==> src/rtl/vedic_pkg.sv <==
// Shared types and constants for the nibble-serial adder datapath.
package vedic_pkg;

  typedef enum logic [1:0] {IDLE, RUN, DONE} add_state_t;

  localparam int NIB_W = 4;

endpackage

==> src/rtl/nibble_serial_add_ctrl_if.sv <==
// Request/response bundle for nibble_serial_add_ctrl; master = requesters and sink, slave = controller.
interface nibble_serial_add_ctrl_if #(
  parameter int WIDTH   = 16,
  parameter int NUM_REQ = 2
);
  localparam int ID_W = $clog2(NUM_REQ);

  logic [NUM_REQ-1:0]            req_valid;
  logic [NUM_REQ-1:0]            req_ready;
  logic [NUM_REQ-1:0][WIDTH-1:0] req_a;
  logic [NUM_REQ-1:0][WIDTH-1:0] req_b;
  logic [NUM_REQ-1:0]            req_cin;
  logic                          rsp_valid;
  logic                          rsp_ready;
  logic [WIDTH-1:0]              rsp_sum;
  logic                          rsp_cout;
  logic [ID_W-1:0]               rsp_id;

  modport master (
    output req_valid, req_a, req_b, req_cin, rsp_ready,
    input  req_ready, rsp_valid, rsp_sum, rsp_cout, rsp_id
  );

  modport slave (
    input  req_valid, req_a, req_b, req_cin, rsp_ready,
    output req_ready, rsp_valid, rsp_sum, rsp_cout, rsp_id
  );

endinterface

==> src/rtl/nibble_serial_add_ctrl_nibble_add4.sv <==
// Combinational 4-bit ripple-carry slice built from full_adder cells.
module full_adder (
  input  logic a,
  input  logic b,
  input  logic cin,
  output logic sum,
  output logic cout
);
  assign sum  = a ^ b ^ cin;
  assign cout = (a & b) | (cin & (a ^ b));
endmodule

module nibble_add4
  import vedic_pkg::*;
(
  input  logic [NIB_W-1:0] a,
  input  logic [NIB_W-1:0] b,
  input  logic             cin,
  output logic [NIB_W-1:0] sum,
  output logic             cout
);
  logic [NIB_W:0] c;

  assign c[0] = cin;

  for (genvar i = 0; i < NIB_W; i++) begin : g_fa
    full_adder u_fa (
      .a   (a[i]),
      .b   (b[i]),
      .cin (c[i]),
      .sum (sum[i]),
      .cout(c[i+1])
    );
  end

  assign cout = c[NIB_W];
endmodule

==> src/rtl/nibble_serial_add_ctrl.sv <==
// Round-robin arbitrated WIDTH-bit adder that reuses one 4-bit slice, one nibble per cycle.
module nibble_serial_add_ctrl
  import vedic_pkg::*;
#(
  parameter int WIDTH   = 16,
  parameter int NUM_REQ = 2
) (
  input  logic                     clk,
  input  logic                     rst,
  nibble_serial_add_ctrl_if.slave  bus,
  output logic                     busy
);
  localparam int NIB   = WIDTH / NIB_W;
  localparam int ID_W  = $clog2(NUM_REQ);
  localparam int IDX_W = (NIB > 1) ? $clog2(NIB) : 1;

  add_state_t state, state_nxt;

  logic [ID_W-1:0]             rr_ptr, grant, rsp_id_q;
  logic                        any_req;
  logic [IDX_W-1:0]            nib_idx;
  logic                        carry;
  logic [NIB-1:0][NIB_W-1:0]   a_q, b_q, sum_q;
  logic                        rsp_valid_q, rsp_cout_q;
  logic [NIB_W-1:0]            s_sum;
  logic                        s_cout;
  logic                        last_nib;

  assign last_nib = (nib_idx == IDX_W'(NIB - 1));

  // First valid requester at or after rr_ptr, wrapping at NUM_REQ.
  always_comb begin
    any_req = 1'b0;
    grant   = '0;
    for (int unsigned k = 0; k < NUM_REQ; k++) begin
      if (!any_req && bus.req_valid[(32'(rr_ptr) + k) % NUM_REQ]) begin
        any_req = 1'b1;
        grant   = ID_W'((32'(rr_ptr) + k) % NUM_REQ);
      end
    end
  end

  // Gated by rst so nothing can be accepted while reset is held.
  always_comb begin
    bus.req_ready = '0;
    if (state == IDLE && any_req && !rst) bus.req_ready[grant] = 1'b1;
  end

  always_comb begin
    state_nxt = state;
    unique case (state)
      IDLE:    if (any_req)       state_nxt = RUN;
      RUN:     if (last_nib)      state_nxt = DONE;
      DONE:    if (bus.rsp_ready) state_nxt = IDLE;
      default:                    state_nxt = IDLE;
    endcase
  end

  nibble_add4 u_add (
    .a   (a_q[nib_idx]),
    .b   (b_q[nib_idx]),
    .cin (carry),
    .sum (s_sum),
    .cout(s_cout)
  );

  always_ff @(posedge clk or posedge rst) begin
    if (rst) begin
      state       <= IDLE;
      rr_ptr      <= '0;
      nib_idx     <= '0;
      carry       <= 1'b0;
      a_q         <= '0;
      b_q         <= '0;
      sum_q       <= '0;
      rsp_valid_q <= 1'b0;
      rsp_cout_q  <= 1'b0;
      rsp_id_q    <= '0;
    end else begin
      state <= state_nxt;
      unique case (state)
        IDLE: begin
          if (any_req) begin
            a_q      <= bus.req_a[grant];
            b_q      <= bus.req_b[grant];
            rsp_id_q <= grant;
            carry    <= bus.req_cin[grant];
            nib_idx  <= '0;
            rr_ptr   <= (grant == ID_W'(NUM_REQ - 1)) ? '0 : grant + 1'b1;
          end
        end
        RUN: begin
          sum_q[nib_idx] <= s_sum;
          carry          <= s_cout;
          nib_idx        <= nib_idx + 1'b1;
          if (last_nib) begin
            rsp_valid_q <= 1'b1;
            rsp_cout_q  <= s_cout;
          end
        end
        DONE: begin
          if (bus.rsp_ready) rsp_valid_q <= 1'b0;
        end
        default: ;
      endcase
    end
  end

  assign bus.rsp_valid = rsp_valid_q;
  assign bus.rsp_sum   = sum_q;
  assign bus.rsp_cout  = rsp_cout_q;
  assign bus.rsp_id    = rsp_id_q;
  assign busy          = (state != IDLE);

endmodule

==> src/flat_wrapper.sv <==
// flat-port wrapper written by rule: the top's interface ports become plain ports
module nibble_serial_add_ctrl_flat import vedic_pkg::*;
#(
  parameter int WIDTH   = 16,
  parameter int NUM_REQ = 2
)
  (clk, rst, busy, bus_req_valid, bus_req_a, bus_req_b, bus_req_cin, bus_rsp_ready, bus_req_ready, bus_rsp_valid, bus_rsp_sum, bus_rsp_cout, bus_rsp_id);
  nibble_serial_add_ctrl_if #(.WIDTH(WIDTH), .NUM_REQ(NUM_REQ)) bus_i ();
  input  logic clk;
  input  logic rst;
  output logic busy;
  input wire logic [$bits(bus_i.req_valid)-1:0] bus_req_valid;
  input wire logic [$bits(bus_i.req_a)-1:0] bus_req_a;
  input wire logic [$bits(bus_i.req_b)-1:0] bus_req_b;
  input wire logic [$bits(bus_i.req_cin)-1:0] bus_req_cin;
  input wire logic [$bits(bus_i.rsp_ready)-1:0] bus_rsp_ready;
  output wire logic [$bits(bus_i.req_ready)-1:0] bus_req_ready;
  output wire logic [$bits(bus_i.rsp_valid)-1:0] bus_rsp_valid;
  output wire logic [$bits(bus_i.rsp_sum)-1:0] bus_rsp_sum;
  output wire logic [$bits(bus_i.rsp_cout)-1:0] bus_rsp_cout;
  output wire logic [$bits(bus_i.rsp_id)-1:0] bus_rsp_id;
  assign bus_i.req_valid = bus_req_valid;
  assign bus_i.req_a = bus_req_a;
  assign bus_i.req_b = bus_req_b;
  assign bus_i.req_cin = bus_req_cin;
  assign bus_i.rsp_ready = bus_rsp_ready;
  assign bus_req_ready = bus_i.req_ready;
  assign bus_rsp_valid = bus_i.rsp_valid;
  assign bus_rsp_sum = bus_i.rsp_sum;
  assign bus_rsp_cout = bus_i.rsp_cout;
  assign bus_rsp_id = bus_i.rsp_id;
  nibble_serial_add_ctrl #(.WIDTH(WIDTH), .NUM_REQ(NUM_REQ)) u_core (.clk(clk), .rst(rst), .bus(bus_i), .busy(busy));
endmodule
==> config.mk <==
export PLATFORM = sky130hd
export DESIGN_NAME = nibble_serial_add_ctrl_flat
export DESIGN_NICKNAME = d
export VERILOG_FILES = /design/src/rtl/vedic_pkg.sv /design/src/rtl/nibble_serial_add_ctrl_if.sv /design/src/rtl/nibble_serial_add_ctrl_nibble_add4.sv /design/src/rtl/nibble_serial_add_ctrl.sv /design/src/flat_wrapper.sv
export SDC_FILE = /design/constraint.sdc
export NUM_CORES = 1
export LEC_CHECK = 0
export CORE_MARGIN = 3
export CORE_UTILIZATION = 47
export CTS_BUF_LIST = sky130_fd_sc_hd__clkbuf_2 sky130_fd_sc_hd__clkbuf_4 sky130_fd_sc_hd__clkbuf_8
export DETAILED_ROUTE_END_ITERATION = 8
export PLACE_DENSITY = 0.82
export SLEW_MARGIN = 20
export SYNTH_ARGS = -nofsm -noshare
export SYNTH_HDL_FRONTEND = slang
export SYNTH_HIERARCHICAL = 1
export SYNTH_SLANG_ARGS = --single-unit
==> constraint.sdc <==
create_clock -name clk -period 4.3 [get_ports clk]
set_input_delay 1.075 -clock clk [delete_from_list [all_inputs] [get_ports clk]]
set_output_delay 1.075 -clock clk [all_outputs]
set_load 0.01 [all_outputs]
==> results of run 1 <==
-- synth_stat cells (all sizes together) --
cell type | number | area [sq um]
a2111oi | 1 | 27.5
a21o | 34 | 255
a21oi | 1 | 5.00
a22o | 32 | 280
and2 | 1 | 6.26
and2b | 1 | 7.51
buf | 8 | 58.8
clkbuf | 4 | 15.0
dfrtp | 57 | 1430
fa | 4 | 80.1
ha | 4 | 50.1
inv | 6 | 22.5
mux2 | 17 | 191
mux2i | 1 | 10.0
mux4 | 8 | 180
nand2 | 9 | 33.8
nand2b | 1 | 6.26
nand3 | 3 | 15.0
nor2 | 3 | 13.8
nor3 | 1 | 5.00
o211ai | 1 | 7.51
o21ai | 6 | 30.0
-- cells by family (layout without fill, tap and decap cells) --
family / Yosys count / after routing / synth area share [%]
compound gates: 75 / 75 / 22.2
flops: 57 / 57 / 52.3
mux: 26 / 26 / 14.0
simple gates: 19 / 19 / 3.21
buf+inv: 18 / 119 / 3.53
fa+ha+maj: 8 / 8 / 4.77
-- worst max-delay path by stage --
| stage | start | to | slack [ns] | depth (start not counted) |
|---|---|---|---|---|
| after floorplan | rst | bus_req_ready[0] | 0.63 | 2 |
| after global placement | bus_req_valid[0] | bus_req_ready[0] | 0.48 | 5 |
| after detailed placement | bus_req_valid[0] | bus_req_ready[0] | 0.43 | 5 |
| after CTS | bus_req_valid[0] | bus_req_ready[0] | 0.43 | 5 |
| after global routing | bus_req_valid[0] | bus_req_ready[0] | 0.38 | 5 |
| final | bus_req_valid[0] | bus_req_ready[0] | 0.46 | 5 |
-- critical path, cell delays in order --
cell,delay (ns)
clkdlybuf4s50_1,0.52
inv_2,0.06
a2111oi_4,0.33
and2_1,0.23
clkdlybuf4s50_1,0.55
-- registers in the layout, indices dropped and copies added, names as in the netlist --
signal,flops
u_core/bus.rsp_cout,1
u_core/bus.rsp_valid,1
u_core/a_q,16
u_core/bus.rsp_sum,16
u_core/rr_ptr,1
u_core/bus.rsp_id,1
u_core/b_q,16
u_core/carry,1
u_core/nib_idx,2
u_core/state,2
-- cell type report --
type,count,area (sq um)
timing repair buffer,97,958
multi-input combinational,128,1210
clock buffer,10,138
sequential,57,1430
fill,413,1640
inverter,6,22.5
tap,72,90.1
clock inverter,6,91.3
-- through the flow --
step | util (%) | cells | instance area, sq um | worst slack, ns
6_report | 70.6 | 376 | 3940 | 0.458
5_1_grt | 70.6 | 376 | 3940 | 0.376
4_1_cts | 70.6 | 376 | 3940 | 0.432
3_5_place_dp | 66.5 | 360 | 3710 | 0.425
3_3_place_gp | 66.5 | 360 | 3710 | 0.482
2_1_floorplan | - | 203 | 2730 | 0.635
-- metal layers --
metal | GRT usage (%) | wire length (microns) | up-vias
li1 | - | - | 955
met3 | 5.53 | 410 | 10
met4 | 9.47 | 123 | 0
met1 | 27.1 | 2760 | 1019
met5 | 0 | 0 | -
met2 | 33.2 | 3170 | 74
-- report_power, final --
part           internal (mW)  total [mW]  switching, mW  leakage (nW)
combinational          0.881        1.54          0.659          1.05
clock                  0.342       0.570          0.227         0.105
sequential             0.808        1.00          0.194         0.695
-- cell usage in the layout (no fill, tap or decap), drive strengths merged --
cell type       n
bufinv          2
mux4            8
a21oi           1
a22o           32
mux2           17
inv             6
dfrtp          57
a2111oi         1
ha              4
nand3           3
a21o           34
nor2            3
clkdlybuf4s50  92
nor3            1
o21ai           6
mux2i           1
fa              4
clkinvlp        3
nand2           9
and2            1
buf             5
o211ai          1
and2b           1
clkinv          1
clkbuf         10
nand2b          1
==> flow_metrics.env, run 1 <==
export IMPL_ctsHtreeMaxLevel=3
export IMPL_syn_num_nets=282
export IMPL_synth_warnings=6
export IMPL_clock_latency_ns=0.34
export IMPL_ys_seq_area_share_pct=52.3
export IMPL_rsz0062_at_grt="no"
export IMPL_ir_drop_mv=0.410
export IMPL_syn_area_sq_mm=0.00273
export IMPL_worstPathArrival_ns=2.77
export IMPL_grt_pass1_vias=2119
export IMPL_synth_distinct_cells=26
export IMPL_core_area_sq_mm=0.00557
export IMPL_grt_overflow=0
export IMPL_setup_viol=0
export IMPL_gp_congestion=0.730
export IMPL_cts_tree="built"
export IMPL_postCtsHoldBufs=0
export IMPL_hold_violations=0
export IMPL_syn_inst=203
export IMPL_ios=93
export IMPL_rows=27
export IMPL_drcViolationCount=0
export IMPL_endpoint_kind="output port"
export IMPL_vias_per_cell=5.47
export IMPL_worstSetupPathType="input pin to output port"
export IMPL_worstMarginPinSlew_ns=0.706
export IMPL_max_cap_violations=0
export IMPL_wl_microns=6460
export IMPL_grt_start_max_net_pins=58
export IMPL_port_buffers=92
export IMPL_crit_path_start_kind="input pin"
export IMPL_rr_startpoint="u_core/nib_idx[0]"
export IMPL_num_vias=2058
export IMPL_hold_class="register to register"
export IMPL_power_density_mw_per_mm2=790
export IMPL_track_usage_pct=21.0
export IMPL_final_layout_size_suffix_gt1_share_pct=17.1
export IMPL_syn_to_final_growth_pct=44.4
export IMPL_run_status="finished clean"
export IMPL_wl_per_cell_microns=17.2
export IMPL_p_total_mw=3.11
export IMPL_antenna_found_initial=0
export IMPL_slew_headroom_pct=52.9
export IMPL_cellLeakagePower_nw=1.85
export IMPL_setup_tns_ns=0
export IMPL_r2r_end="u_core/bus.rsp_sum[15]"
export IMPL_cp_required_ns=3.22
export IMPL_cts_clk_slew_worst_paths_ns=0.07
export IMPL_initial_core_util_pct=48.9
export IMPL_diodes=0
export IMPL_root_buffer="clkbuf_8"
export IMPL_die_h_microns=82.2
export IMPL_cts_made_buffers=9
export IMPL_rr_worst_depth=6
export IMPL_cts_setup_buffers=0
export IMPL_die_area_sq_mm=0.00675
export IMPL_nets=378
export IMPL_drtPass1Iterations=6
export IMPL_cts_resized=0
export IMPL_worstHoldEndpoint="u_core/bus.rsp_id"
export IMPL_period_share_pct=89.3
export IMPL_drt_iter0_drc=155
export IMPL_fmax_ghz=0.260
export IMPL_worst_clock_skew_ns=0.00491
export IMPL_holdPathStages=1
export IMPL_die_w_microns=82.2
export IMPL_cts_path_max_buffers=2
export IMPL_avgSynthCellArea_sq_um=13.4
export IMPL_hold_slack_ns=0.490
export IMPL_maxSlewViolCount=0
export IMPL_cts_sink_count=57
export IMPL_dp_final_hpwl_microns=4690
export IMPL_postRouteAntennaNets=0
export IMPL_grt_pass1_wl_microns=10300
export IMPL_hold_start="u_core/bus.rsp_id"
export IMPL_rrSetupSlack_ns=0.95
export IMPL_synth_seq_cells=57
export IMPL_path_max_fanout=2
export IMPL_fin_crit_ns=3.84
(Power assumes the default switching activity.)
==> run 2: changes to the inputs <==
--- a/config.mk
+++ b/config.mk
@@ -5,6 +5,7 @@
 export SDC_FILE = /design/constraint.sdc
 export NUM_CORES = 1
 export LEC_CHECK = 0
+export CORE_ASPECT_RATIO = 1.75
 export CORE_MARGIN = 3
 export CORE_UTILIZATION = 47
 export CTS_BUF_LIST = sky130_fd_sc_hd__clkbuf_2 sky130_fd_sc_hd__clkbuf_4 sky130_fd_sc_hd__clkbuf_8
==> run 2 against run 1 <==
- sequential cell count did not move
- count of clock-buffer cells in the layout increased by 3
- wire length is 2.0% higher
- via count is 0.58% lower
- worst hold slack improved by 0.0073 ns
- clock skew increased by 0.0025 ns
- sequential share of layout area increased by 0.55 points
- first-iteration DRC count is 38% lower
- critical path type unchanged
- largest power group unchanged
==> flow_metrics.env, run 2 (synthesized netlist as in run 1, its figures left out) <==
export IMPL_run_status="finished clean"
export IMPL_rr_startpoint="u_core/nib_idx[0]"
export IMPL_slowest_delay_ns=0.56
export IMPL_drtPass1Iterations=4
export IMPL_r2r_end="u_core/bus.rsp_sum[3]"
export IMPL_hold_violations=0
export IMPL_combPwrFrac_pct=51.2
export IMPL_nets=377
export IMPL_vias_per_cell=5.44
export IMPL_rows=36
export IMPL_port_buffers=92
export IMPL_period_share_pct=89.9
export IMPL_hold_start="u_core/bus.rsp_id"
export IMPL_diodes=0
export IMPL_grt_pass1_vias=2134
export IMPL_wl_per_cell_microns=17.5
export IMPL_maxSlewViolCount=0
export IMPL_p_int_mw=1.94
export IMPL_power_frac_seq_pct=33.9
export IMPL_pre_cts_ws_ns=0.428
export IMPL_ctsHtreeMaxLevel=3
export IMPL_grt_pass1_wl_microns=10500
export IMPL_drt_iter0_drc=96
export IMPL_power_density_mw_per_mm2=765
export IMPL_p_sw_mw=1.03
export IMPL_crit_buf_inv=3
export IMPL_holdPathStages=1
export IMPL_fillers=450
export IMPL_rrSetupSlack_ns=0.79
export IMPL_critPathTopFamily="buffers and inverters"
export IMPL_cts_clk_slew_worst_paths_ns=0.06
export IMPL_cts_made_buffers=9
export IMPL_track_usage_pct=21.2
export IMPL_max_cap_violations=0
export IMPL_layout_common_cells="92 x clkdlybuf4s50_1, 57 x dfrtp_1, 34 x a21o_1"
export IMPL_setup_tns_ns=0
export IMPL_worst_clock_skew_ns=0.00741
export IMPL_postCtsHoldBufs=0
export IMPL_rsz0062_at_grt="no"
export IMPL_path_max_fanout=2
export IMPL_grt_start_max_net_pins=58
export IMPL_hold_class="register to register"
export IMPL_antenna_found_initial=0
export IMPL_drcViolationCount=0
export IMPL_ir_drop_mv=0.373
export IMPL_cts_path_max_buffers=2
export IMPL_cp_slowest_cell="clkdlybuf4s50_1"
export IMPL_cts_setup_buffers=0
export IMPL_cts_tree="built"
export IMPL_fin_crit_ns=3.86
export IMPL_rr_worst_depth=6
export IMPL_setup_viol=0
export IMPL_worstSetupPathType="input pin to output port"
export IMPL_worstHoldEndpoint="u_core/bus.rsp_id"
export IMPL_critPathMostFrequentCell="clkdlybuf4s50_1"
export IMPL_slew_headroom_pct=53.4
export IMPL_endpoint_kind="output port"
export IMPL_initial_core_util_pct=48.8
export IMPL_cts_sink_count=57
export IMPL_cts_resized=0
export IMPL_p_clk_share_pct=14.9
export IMPL_final_layout_size_suffix_gt1_share_pct=16.0
export IMPL_cellLeakagePower_nw=1.84
export IMPL_die_area_sq_mm=0.00679
export IMPL_mostFrequentLayoutCell="clkdlybuf4s50_1"
export IMPL_dp_final_hpwl_microns=4880
export IMPL_swShare_pct=34.8
export IMPL_root_buffer="clkbuf_8"
export IMPL_crit_path_start_kind="input pin"
export IMPL_worstPathArrival_ns=2.79
export IMPL_path_cells="clkdlybuf4s50_1 -> inv_2 -> a2111oi_4 -> and2_1 -> clkdlybuf4s50_1"
export IMPL_wl_microns=6590
export IMPL_ios=93
export IMPL_worstMarginPinSlew_ns=0.699
export IMPL_fmax_ghz=0.259
export IMPL_gp_congestion=0.772
export IMPL_cp_required_ns=3.22
export IMPL_clock_latency_ns=0.34
export IMPL_die_h_microns=107
export IMPL_syn_to_final_growth_pct=42.2
export IMPL_num_vias=2046
export IMPL_postRouteAntennaNets=0
export IMPL_die_w_microns=63.6
export IMPL_grt_overflow=0
export IMPL_setup_slack_ns=0.435
export IMPL_core_area_sq_mm=0.00559
[run 2: changes by cell type in the layout (fill, tap and decap cells not counted), sizes merged]
cell and change:
clkinv -1, buf -1, clkinvlp -3, bufinv -2, clkbuf +3
[run 2: layout make-up]
cell class              count  area [sq um]  area share, %
flip-flops and latches     57          1430           36.8
multi-input cells         128          1210           31.2
repair buffers             96           951           24.5
clock buffers              13           173           4.45
well taps                  76          95.1           2.45
inverters                   6          22.5          0.581
[run 2: worst reg2reg max path: stages, from the launching register on]
cell	delay (ns)
dfrtp_1	0.74
mux4_2	0.62
fa_1	0.45
fa_1	0.39
fa_1	0.41
fa_1	0.51
mux2_2	0.29
[run 2: worst max-delay path by stage]
stage / end / cells past startpoint / slack, ns / start
after global placement: bus_req_ready[0] / 5 / 0.45 / bus_req_valid[0]
after global routing: bus_req_ready[0] / 5 / 0.33 / bus_req_valid[0]
after detailed placement: bus_req_ready[0] / 5 / 0.43 / bus_req_valid[0]
after floorplan: bus_req_ready[0] / 2 / 0.63 / rst
final: bus_req_ready[0] / 5 / 0.44 / bus_req_valid[0]
after CTS: bus_req_ready[0] / 5 / 0.43 / bus_req_valid[0]
[run 2: layer usage]
layer | GRT usage, % | vias up | routed length [microns]
met5 | 0 | - | 0
met4 | 11.9 | 0 | 269
met3 | 6.29 | 15 | 252
met2 | 35.9 | 65 | 3660
met1 | 23.3 | 1018 | 2410
li1 | - | 948 | -
[run 2: power groups by stage]
stage | logic, mW | registers (mW) | clock network (mW)
after floorplan | 1.04 | 0.975 | 0
after global placement | 1.47 | 1.01 | 0
after detailed placement | 1.52 | 1.02 | 0
after CTS | 1.53 | 1.01 | 0.454
after global routing | 1.66 | 1.05 | 0.477
final | 1.52 | 1.01 | 0.442
[run 2: stage by stage]
stage	hold slack [ns]	area [sq um]	std cells	total power, mW	utilization [%]
2_1_floorplan	0.509	2730	203	2.02	-
3_3_place_gp	0.470	3710	363	2.48	66.4
3_5_place_dp	0.486	3710	363	2.54	66.4
4_1_cts	0.499	3880	376	3.00	69.4
5_1_grt	0.510	3880	376	3.18	69.4
6_report	0.497	3880	376	2.97	69.4
